`config.mk`:
```
export PLATFORM = sky130hd
export DESIGN_NAME = mrv1_issue_sched
export DESIGN_NICKNAME = d
export VERILOG_FILES = /design/src/rtl/mrv1_issue_sched.sv
export SDC_FILE = /design/constraint.sdc
export NUM_CORES = 1
export LEC_CHECK = 0
export CAP_MARGIN = 20
export CELL_PAD_IN_SITES_DETAIL_PLACEMENT = 1
export CELL_PAD_IN_SITES_GLOBAL_PLACEMENT = 1
export CORE_MARGIN = 8
export CORE_UTILIZATION = 28
export CTS_CLUSTER_DIAMETER = 40
export DETAILED_ROUTE_END_ITERATION = 8
export MAX_ROUTING_LAYER = met4
export PLACE_DENSITY = 0.78
export SLEW_MARGIN = 20
export SYNTH_ARGS = -nofsm -noshare
export SYNTH_HDL_FRONTEND = slang
export SYNTH_SLANG_ARGS = --single-unit
```
`constraint.sdc`:
```
create_clock -name clk_i -period 6.6 [get_ports clk_i]
set_input_delay 0.99 -clock clk_i [delete_from_list [all_inputs] [get_ports clk_i]]
set_output_delay 0.99 -clock clk_i [all_outputs]
set_load 0.02 [all_outputs]
```
`src/rtl/mrv1_issue_sched.sv`:
```
// Round-robin issue scheduler: one FU-ready, unparked thread issues per cycle.
// Define MRV1_ISSUE_SCHED_LSU_PARK_EN to park threads between LSU issue and LSU completion.
module mrv1_issue_sched #(
  parameter int unsigned NUM_THREADS_P = 8,
  parameter int unsigned NUM_FU_P      = 6,
  parameter int unsigned LSU_FU_IDX_P  = 1,
  localparam int unsigned tid_width_lp = $clog2(NUM_THREADS_P)
) (
  input  logic                                clk_i,
  input  logic                                rst_i,
  input  logic [NUM_THREADS_P-1:0]            thr_vld_i,
  input  logic [NUM_THREADS_P*NUM_FU_P-1:0]   thr_fu_sel_i,
  input  logic [NUM_FU_P-1:0]                 exec_fu_rdy_i,
  input  logic                                issue_stall_i,
  input  logic                                lsu_done_vld_i,
  input  logic [tid_width_lp-1:0]             lsu_done_tid_i,
  output logic                                issue_vld_o,
  output logic [tid_width_lp-1:0]             issue_tid_o,
  output logic [NUM_THREADS_P-1:0]            issue_gnt_o,
  output logic [NUM_FU_P-1:0]                 issue_fu_req_o,
  output logic [NUM_THREADS_P-1:0]            thr_parked_o
);

  logic [NUM_FU_P-1:0]       w_fu_sel [NUM_THREADS_P];
  logic [NUM_THREADS_P-1:0]  w_fu_hit;
  logic [NUM_THREADS_P-1:0]  w_parked;
  logic [NUM_THREADS_P-1:0]  w_elig;
  logic [tid_width_lp-1:0]   r_rr_ptr;
  logic [tid_width_lp-1:0]   w_idx;
  logic [tid_width_lp-1:0]   w_sel_tid;
  logic                      w_sel_vld;
  logic                      w_sel_lsu;

  always_comb begin
    for (int unsigned t = 0; t < NUM_THREADS_P; t++) begin
      w_fu_sel[t] = thr_fu_sel_i[t*NUM_FU_P +: NUM_FU_P];
      w_fu_hit[t] = |(w_fu_sel[t] & exec_fu_rdy_i);
    end
  end

  // Reset is folded in here so all grant outputs read zero while rst_i is high.
  assign w_elig = thr_vld_i & ~w_parked & w_fu_hit
                & {NUM_THREADS_P{~issue_stall_i & ~rst_i}};

  // Search upward from rr_ptr; the tid-width add wraps naturally.
  always_comb begin
    w_sel_vld = 1'b0;
    w_sel_tid = '0;
    w_idx     = '0;
    for (int unsigned i = 0; i < NUM_THREADS_P; i++) begin
      w_idx = r_rr_ptr + tid_width_lp'(i);
      if (!w_sel_vld && w_elig[w_idx]) begin
        w_sel_vld = 1'b1;
        w_sel_tid = w_idx;
      end
    end
  end

  always_comb begin
    issue_gnt_o    = '0;
    issue_fu_req_o = '0;
    w_sel_lsu      = 1'b0;
    if (w_sel_vld) begin
      issue_gnt_o[w_sel_tid] = 1'b1;
      issue_fu_req_o         = w_fu_sel[w_sel_tid];
      w_sel_lsu              = w_fu_sel[w_sel_tid][LSU_FU_IDX_P];
    end
  end

  assign issue_vld_o = w_sel_vld;
  assign issue_tid_o = w_sel_tid;

  always_ff @(posedge clk_i or posedge rst_i) begin
    if (rst_i) begin
      r_rr_ptr <= '0;
    end else if (w_sel_vld) begin
      r_rr_ptr <= w_sel_tid + tid_width_lp'(1);
    end
  end

`ifdef MRV1_ISSUE_SCHED_LSU_PARK_EN
  typedef enum logic {
    PARK_RUN    = 1'b0,
    PARK_PARKED = 1'b1
  } park_e;

  park_e r_park_state [NUM_THREADS_P];
  park_e w_park_next  [NUM_THREADS_P];

  always_ff @(posedge clk_i or posedge rst_i) begin
    if (rst_i) begin
      for (int unsigned t = 0; t < NUM_THREADS_P; t++) begin
        r_park_state[t] <= PARK_RUN;
      end
    end else begin
      for (int unsigned t = 0; t < NUM_THREADS_P; t++) begin
        r_park_state[t] <= w_park_next[t];
      end
    end
  end

  // A done aimed at a thread still in RUN (including the one being granted) is ignored.
  always_comb begin
    for (int unsigned t = 0; t < NUM_THREADS_P; t++) begin
      w_park_next[t] = r_park_state[t];
      unique case (r_park_state[t])
        PARK_RUN: begin
          if (issue_gnt_o[t] && w_sel_lsu) begin
            w_park_next[t] = PARK_PARKED;
          end
        end
        PARK_PARKED: begin
          if (lsu_done_vld_i && (lsu_done_tid_i == tid_width_lp'(t))) begin
            w_park_next[t] = PARK_RUN;
          end
        end
        default: w_park_next[t] = PARK_RUN;
      endcase
    end
  end

  always_comb begin
    for (int unsigned t = 0; t < NUM_THREADS_P; t++) begin
      w_parked[t] = (r_park_state[t] == PARK_PARKED);
    end
  end

  assign thr_parked_o = w_parked;
`else
  logic w_unused_lsu;

  assign w_parked     = '0;
  assign thr_parked_o = '0;
  assign w_unused_lsu = ^{lsu_done_vld_i, lsu_done_tid_i, w_sel_lsu};
`endif

endmodule

```
==> results.json <==
{
  "die_area_um2": 10500,
  "r2r_cells": 15,
  "synth_top_flop_cell": "dfrtp_1",
  "rows": 31,
  "drc_errors": 0,
  "setup_viol": 0,
  "fp.dieH_um": 103,
  "finalCritPeriodShare_pct": 96.4,
  "min_from": "r_rr_ptr[0]",
  "hp-class": "flip-flop to flip-flop",
  "grt_max_degree": 19,
  "insertion_delay_ns": 0.21,
  "fin_nets": 436,
  "area_delta_synth_final_pct": 48.0,
  "critPathLaunchType": "input port",
  "path_class": "input port to output pin",
  "routedWlPerCell_um": 20.4,
  "largest_reg_flops": 3,
  "clk_pin_slew_ns": 0.03,
  "layout.cells.non_filler": 462,
  "grt_pass1_vias": 2780,
  "synth-edff-count": 0,
  "hold_path_end": "r_rr_ptr[0]",
  "wirelength_mm": 9.41,
  "finClkSkew_ns": 0.00131,
  "ant_nets": 0,
  "die_w_um": 103,
  "place_congestion": 0.917,
  "num_vias": 2635,
  "coreArea_um2": 7250,
  "drv_cap": 0,
  "timing.rr.end": "r_rr_ptr[1]",
  "firstDrtPassIters": 4,
  "layout_common_cells": "clkdlybuf4s50_1 (82), a22oi_1 (34), nor2_1 (27)",
  "r2r-start": "r_rr_ptr[0]",
  "period_needed_ns": 6.36,
  "via_per_inst": 5.70,
  "synth_cell_types": 62,
  "status": "complete, no violations",
  "io_buffers": 82,
  "path_max_fanout": 10,
  "async_flop_share_pct": 100,
  "tns_ns": 0,
  "synth_top_area_cell": "a22oi_1",
  "largest_register": "r_rr_ptr",
  "final_common_cell": "clkdlybuf4s50_1",
  "slew_headroom_pct": 47.4,
  "tritoncts": "yes",
  "synth.top_cell.area_share_pct": 12.1,
  "tightestPinTransition_ns": 0.783,
  "hpwl_mm": 7.96,
  "clock-sinks": 3,
  "cts-hold-fix-buffers": 0,
  "r2r_slack_ns": 2.67,
  "ys_seq_elements": 3,
  "max-clock-path-buffers": 2,
  "syn_inst": 277,
  "end_kind": "output pin",
  "initial_utilization_pct": 29.0,
  "track_usage_pct": 18.6,
  "clk_root_buffer_cell": "clkbuf_8",
  "grt-ovfl-total": 0,
  "antenna_found_initial": 0,
  "post-place-ws_ns": 0.184,
  "drv_slew": 0,
  "reg_top3": "r_rr_ptr (3)",
  "htreeDepth": 1,
  "ios": 95,
  "n_antenna_cell": 0,
  "layout_setup_ws_ns": 0.239,
  "min_path_cells": 3,
  "fin_util_pct": 42.9,
  "startpoint": "exec_fu_rdy_i[0]",
  "postSynthAreaPerCell_um2": 7.59,
  "yosysSeqAreaShare_pct": 3.57,
  "finalHoldViolCount": 0,
  "grt_pass1_wl_mm": 15.0,
  "rsz0062_at_grt": "no",
  "arrival_ns": 5.37,
  "drive_gt1_share_pct": 14.0,
  "ys_top_cells_by_area": "a22oi_1 (12%), mux2i_1 (12%), nor2_1 (4.8%)",
  "drt-initial-drc-count": 149,
  "worst_ep_required_time_ns": 5.61,
  "placed_cells": 453,
  "fmax_mhz": 157,
  "numCtsBuffers": 3,
  "synth_area_um2": 2100,
  "yosysWarnings": 0
}
## worst max-delay path by stage
stage,end,cells past startpoint
6_report,issue_fu_req_o[3],14
5_1_grt,issue_fu_req_o[3],14
4_1_cts,issue_fu_req_o[4],14
3_5_place_dp,issue_fu_req_o[4],14
3_3_place_gp,issue_fu_req_o[4],14
2_1_floorplan,issue_fu_req_o[3],14
## what timing repair did
item,in CTS,in global routing
gates resized for setup,0,1
setup endpoints to repair,0,4
buffers inserted,0,5
endpoints found under the hold margin,0,0
## metrics by stage
stage               area (um^2)  hold WS, ns
finish                     3110        0.783
floorplan                  2130        0.625
global placement           3010        0.730
global route               3110        0.820
CTS                        3060        0.787
detailed placement         3010        0.767
## Yosys cell counts (all sizes together) (2+ instances only)
| master | n |
|---|---|
| a22oi | 36 |
| nor2 | 27 |
| mux2i | 25 |
| buf | 24 |
| inv | 15 |
| nand2 | 12 |
| a31oi | 11 |
| nand3 | 11 |
| a311oi | 10 |
| nor3 | 10 |
| o21ai | 9 |
| a221o | 8 |
| mux2 | 8 |
| and3 | 6 |
| or2 | 5 |
| a21oi | 4 |
| o31ai | 4 |
| a211oi | 3 |
| clkbuf | 3 |
| dfrtp | 3 |
| ha | 3 |
| o22ai | 3 |
| a2111oi | 2 |
| a21o | 2 |
| a32oi | 2 |
| and2 | 2 |
| mux4 | 2 |
| nand2b | 2 |
| nand4 | 2 |
| nand4b | 2 |
| nor2b | 2 |
| o221ai | 2 |
| or3 | 2 |
| xnor2 | 2 |
| xor2 | 2 |
## critical path, cell delays in order
cell             delay (ns)
clkdlybuf4s50_1        0.66
a22oi_1                0.22
a31oi_1                0.35
a221oi_1               0.14
or2_1                  0.36
mux2_2                 0.34
or3_1                  0.31
a211oi_1               0.36
o2bb2ai_4              0.21
buf_12                 0.19
mux2i_1                0.13
mux2_2                 0.29
a21oi_1                0.18
clkdlybuf4s50_1        0.63
## cell type report
cell class	count	area (um^2)
Clock buffer	4	45.0
Fill cell	913	4140
Inverter	15	56.3
Multi-Input combinational cell	239	1820
Sequential cell	3	75.1
Tap cell	99	124
Timing Repair Buffer	102	996
## cells by family after synthesis
logic type / count (synthesis) / share of synthesized area, %
other cells: 1 / 0.178
xor+xnor: 4 / 1.67
mux: 35 / 18.3
compound gates: 104 / 41.5
buf+inv: 42 / 12.2
simple gates: 85 / 20.8
fa+ha+maj: 3 / 1.79
flops: 3 / 3.57
## metal layers
metal | global-route usage [%] | vias to the layer above | part of all wire [%]
met3 | 1.22 | 6 | 4.4
met5 | - | - | 0
met1 | 23.2 | 1286 | 43
met4 | 2.03 | 0 | 1.1
met2 | 33.0 | 83 | 51
li1 | - | 1260 | -
Power is left out: the tool's default activity adds up to more than one toggle a clock period on the data nets, which glitch-free logic cannot reach.
